$ cat src/rtl/ctrl_fsm_sequencer.sv
// rtl/ctrl_fsm_sequencer.sv - multi-cycle fetch/decode/exec/mem/wb sequencer for the control decoder
module ctrl_fsm_sequencer #(
    parameter int INSTR_W = 16,
    parameter int CNT_W   = 16,
    parameter int TIMEOUT = 15
) (
    input  logic               clk,
    input  logic               rst_n,
    input  logic               run,
    output logic               imem_req,
    input  logic               imem_ack,
    input  logic [INSTR_W-1:0] imem_rdata,
    output logic [INSTR_W-1:0] ir,
    input  logic               dec_halt,
    input  logic               dec_reg_write,
    input  logic               dec_mem_write,
    input  logic               dec_sel_wb,
    input  logic               dec_jump,
    input  logic               dec_branch,
    input  logic               br_taken,
    output logic               dmem_req,
    output logic               dmem_we,
    input  logic               dmem_ack,
    output logic               pc_we,
    output logic               pc_sel_target,
    output logic               rf_we,
    output logic               halted,
    output logic               bus_err,
    output logic [2:0]         state_o,
    output logic [CNT_W-1:0]   instr_cnt
);

    typedef enum logic [2:0] {
        S_IDLE   = 3'd0,
        S_FETCH  = 3'd1,
        S_DECODE = 3'd2,
        S_EXEC   = 3'd3,
        S_MEM    = 3'd4,
        S_WB     = 3'd5,
        S_HALT   = 3'd6,
        S_ERR    = 3'd7
    } state_t;

    localparam bit              WD_EN   = (TIMEOUT > 0);
    localparam int              WD_W    = (TIMEOUT > 2) ? $clog2(TIMEOUT) : 1;
    localparam logic [WD_W-1:0] WD_LAST = WD_W'(WD_EN ? TIMEOUT - 1 : 0);

    state_t             r_state;
    logic [INSTR_W-1:0] r_ir;
    logic [CNT_W-1:0]   r_cnt;
    logic [WD_W-1:0]    r_wd;

    logic w_wd_expire;
    logic w_mem_op;

    assign w_wd_expire = WD_EN && (r_wd == WD_LAST);
    assign w_mem_op    = dec_mem_write | dec_sel_wb;

    // Watchdog only counts while waiting on a memory; it is cleared on every entry to FETCH/MEM.
    always_ff @(posedge clk or negedge rst_n) begin
        if (!rst_n) begin
            r_state <= S_IDLE;
            r_ir    <= '0;
            r_cnt   <= '0;
            r_wd    <= '0;
        end else begin
            case (r_state)
                S_IDLE: begin
                    if (run) begin
                        r_state <= S_FETCH;
                        r_wd    <= '0;
                    end
                end
                S_FETCH: begin
                    if (imem_ack) begin
                        r_ir    <= imem_rdata;
                        r_state <= S_DECODE;
                    end else if (w_wd_expire) begin
                        r_state <= S_ERR;
                    end else begin
                        r_wd <= r_wd + WD_W'(1);
                    end
                end
                S_DECODE: begin
                    r_state <= dec_halt ? S_HALT : S_EXEC;
                end
                S_EXEC: begin
                    if (w_mem_op) begin
                        r_state <= S_MEM;
                        r_wd    <= '0;
                    end else begin
                        r_state <= S_WB;
                    end
                end
                S_MEM: begin
                    if (dmem_ack) begin
                        r_state <= S_WB;
                    end else if (w_wd_expire) begin
                        r_state <= S_ERR;
                    end else begin
                        r_wd <= r_wd + WD_W'(1);
                    end
                end
                S_WB: begin
                    if (~&r_cnt) begin
                        r_cnt <= r_cnt + CNT_W'(1);
                    end
                    if (run) begin
                        r_state <= S_FETCH;
                        r_wd    <= '0;
                    end else begin
                        r_state <= S_IDLE;
                    end
                end
                S_HALT:  r_state <= S_HALT;
                S_ERR:   r_state <= S_ERR;
                default: r_state <= S_ERR;
            endcase
        end
    end

    // Strobes are decoded from state so WB is the only cycle that can touch PC/RF.
    assign imem_req      = (r_state == S_FETCH);
    assign dmem_req      = (r_state == S_MEM);
    assign dmem_we       = (r_state == S_MEM) & dec_mem_write;
    assign pc_we         = (r_state == S_WB);
    assign pc_sel_target = (r_state == S_WB) & (dec_jump | (dec_branch & br_taken));
    assign rf_we         = (r_state == S_WB) & dec_reg_write;
    assign halted        = (r_state == S_HALT);
    assign bus_err       = (r_state == S_ERR);
    assign state_o       = r_state;
    assign ir            = r_ir;
    assign instr_cnt     = r_cnt;

endmodule

$ cat config.mk
export PLATFORM = sky130hd
export DESIGN_NAME = ctrl_fsm_sequencer
export DESIGN_NICKNAME = d
export VERILOG_FILES = /design/src/rtl/ctrl_fsm_sequencer.sv
export SDC_FILE = /design/constraint.sdc
export NUM_CORES = 1
export LEC_CHECK = 0
export BUFFER_PORTS_ARGS = -buffer_cell sky130_fd_sc_hd__buf_2
export CAP_MARGIN = 10
export CORE_UTILIZATION = 49
export DETAILED_ROUTE_END_ITERATION = 6
export GPL_TIMING_DRIVEN = 0
export PLACE_DENSITY = 0.8
export SLEW_MARGIN = 20
export SYNTH_ARGS = -nofsm -noshare
export SYNTH_HDL_FRONTEND = slang
export SYNTH_SLANG_ARGS = --single-unit
$ cat constraint.sdc
create_clock -name clk -period 2.5 [get_ports clk]
set_input_delay 0.5 -clock clk [delete_from_list [all_inputs] [get_ports clk]]
set_output_delay 0.5 -clock clk [all_outputs]
set_load 0.005 [all_outputs]
==> out/results.ini <==
[outcome]
outcome=finished clean

[global_routing]
grt_max_degree=40
grt_pass1_vias=1477
antenna_found_initial=0
grtUsageTotal_pct=20.0
grt_overflow=0
grt_pass1_wl_um=6400

[layout]
fin_area_mm2=0.00250
final_util_pct=66.3
final_nets=282
area_growth_pct=26.8
final_common_cell=buf_2
antenna-diode-count=0
drive_gt1_share_pct=34.9
final_cell_mix=buf_2 (74), dfrtp_1 (39), mux2_1 (20), xor2_1 (11), inv_1 (7)

[routing]
wl_um=3810
viasPerCell=5.32
antenna_left=0
drc=0
wl_met1_um=1810
wl_met3_um=255
drt_first_pass_iters=4
wl_per_cell_um=12.7
initialDrtViolationCount=61
vias=1597
maxUsedRoutingLayer=met4
dr_wl_met2_um=1700

[clocking]
htreeDepth=2
post_cts_buffers=0
clkSlewWorstSetupHoldPaths_ns=0.08
cts_buffers=5
cts_tree=done
cts-root-buf=clkbuf_8
cts_buffer_depth=2
clock-sinks=39
ctsResizeCount=0
holdBufCountCts=0
clock_latency_ns=0.29

[critical_path]
worst_ep_required_time_ns=2.00
worstReg2RegEnd=r_wd[1]$_DFFE_PN0P_
crit_path_start_kind=flop
path_class=flop to output port
r2r_slack_ns=0.63
r2r_start=state_o[0]$_DFFE_PN0P_
arrival_ns=1.48
end_kind=output port
critical_path.endpoint=rf_we
reg2reg_depth=5
worst-path-max-fanout=10
critPathLaunch=state_o[2]$_DFFE_PN0P_

[power]
p_clk_share_pct=44.3
switching_power_mw=0.232
p_comb_share_pct=3.0
vdd_drop_max_v=0.000290
power.leakage_nw=1.41
switching_share_pct=19.3
power.density_mw_per_mm2=481
pwr-share-seq_pct=52.7
cell_internal_pwr_mw=0.971
power_mw=1.20

[sta]
report.final.slew_viol_count=0
grt_setup_unrepaired=no
finalSetupViolCount=0
clock.fmax_mhz=505
worstMarginPinSlew_ns=0.815
timing.hold.ws_ns=0.305
finalHoldViolCount=0
tns_ns=0
skew_ns=0.00744
period_share_pct=79.2
slew_headroom_pct=45.7
post-route-min-period_ns=1.98

[min_path]
min_path_type=primary input to asynchronous set/reset pin

[flow_run]
drv_cap=0

[yosys]
ys_ff_latch=39
ys_seq_area_share_pct=49.5
synth_area_mm2=0.00197
yosys.area.top_type=dfrtp_1
synth_cell_type_count=44
yosysWarnings=0
synth_nets=205
avgSynthCellArea_um2=11.3
syn_inst=174
synth_top_area_share_pct=49.5
synth.area.top_cells=dfrtp_1 (49%), mux2_1 (11%), xor2_1 (4.9%), and3_1 (1.9%), ha_1 (1.9%)

[floorplan]
boundaryPins=71
rows=22
core_mm2=0.00377
die_w_um=65.4
dieArea_mm2=0.00428
die_y_um=65.4
initial_core_util_pct=52.3

[place]
gp_congestion=0.830
place_area_mm2=0.00238
dp_hpwl_um=2950
portBuffers=70

cell families (layout without fill, tap and decap cells):
| logic type | after synthesis | after routing | synth area share [%] |
|---|---|---|---|
| AO/OA/AOI/OAI | 30 | 30 | 11.2 |
| multiplexers | 20 | 20 | 11.4 |
| adder cells (fa/ha/maj) | 3 | 3 | 1.90 |
| flip-flops | 39 | 39 | 49.5 |
| buffers and inverters | 16 | 94 | 3.49 |
| AND/OR/NAND/NOR | 51 | 51 | 15.8 |
| XOR/XNOR | 15 | 15 | 6.66 |
flip-flops by register name, summed over array words and instances, names as in the netlist:
| name | flops |
|---|---|
| instr_cnt | 16 |
| ir | 16 |
| r_wd | 4 |
| state_o | 3 |
worst min-delay path by stage:
stage,startpoint,end,slack (ns),cells after the start
2_1_floorplan,rst_n,instr_cnt[0]$_DFFE_PN0P_,0.20,0
4_1_cts,rst_n,ir[13]$_DFFE_PN0P_,0.33,1
5_1_grt,rst_n,ir[2]$_DFFE_PN0P_,0.37,1
6_report,rst_n,ir[13]$_DFFE_PN0P_,0.31,1
3_3_place_gp,ir[2]$_DFFE_PN0P_,ir[2]$_DFFE_PN0P_,0.46,1
3_5_place_dp,ir[2]$_DFFE_PN0P_,ir[2]$_DFFE_PN0P_,0.47,1
power by group through the flow:
stage | clock network [mW] | registers, mW | logic [mW]
after global routing | 0.574 | 0.634 | 0.0417
after floorplan | 0 | 0.646 | 0.00290
after global placement | 0 | 0.646 | 0.0366
after detailed placement | 0 | 0.646 | 0.0373
after CTS | 0.544 | 0.634 | 0.0375
final | 0.533 | 0.634 | 0.0362
stage by stage:
stage | setup WS, ns | std cells
2_1_floorplan | 0.684 | 174
3_3_place_gp | 0.457 | 292
3_5_place_dp | 0.423 | 292
4_1_cts | 0.501 | 300
5_1_grt | 0.385 | 300
6_report | 0.520 | 300
synthesized netlist by cell type (all sizes together):
cell,count
dfrtp,39
mux2,20
xor2,11
inv,9
nand3,7
and3,6
nand2,6
nor2,6
a21oi,5
and2,5
buf,5
nand4,5
nor3,5
o21ai,4
xnor2,4
a211oi,3
ha,3
o311ai,3
a2111oi,2
and4,2
clkbuf,2
nand2b,2
o2111ai,2
o2bb2ai,2
o31ai,2
a211o,1
a22o,1
a22oi,1
and3b,1
nand3b,1
nor3b,1
nor4,1
nor4b,1
nor4bb,1
o211ai,1
o21a,1
o221a,1
o22ai,1
or3,1
worst max-delay path: stages, from the launching register on:
cell,delay [ns]
dfrtp_1,0.41
buf_2,0.25
nand3_2,0.14
inv_2,0.15
and2_1,0.14
buf_2,0.10
cell type report:
cell class              count  area [um^2]
repair buffers             70          350
multi-input cells         119          927
well taps                  48         60.1
clock inverters             2         35.0
inverters                   9         33.8
flip-flops and latches     39          976
fillers                   303         1270
plain buffers               7         35.0
clock buffers               6         82.6
routing by layer:
| metal | vias to the layer above | track usage [%] |
|---|---|---|
| met4 | 0 | 8.97 |
| met2 | 60 | 31.4 |
| li1 | 791 | - |
| met3 | 4 | 6.42 |
| met1 | 742 | 24.9 |
| met5 | - | 0 |
(Power assumes the default switching activity.)
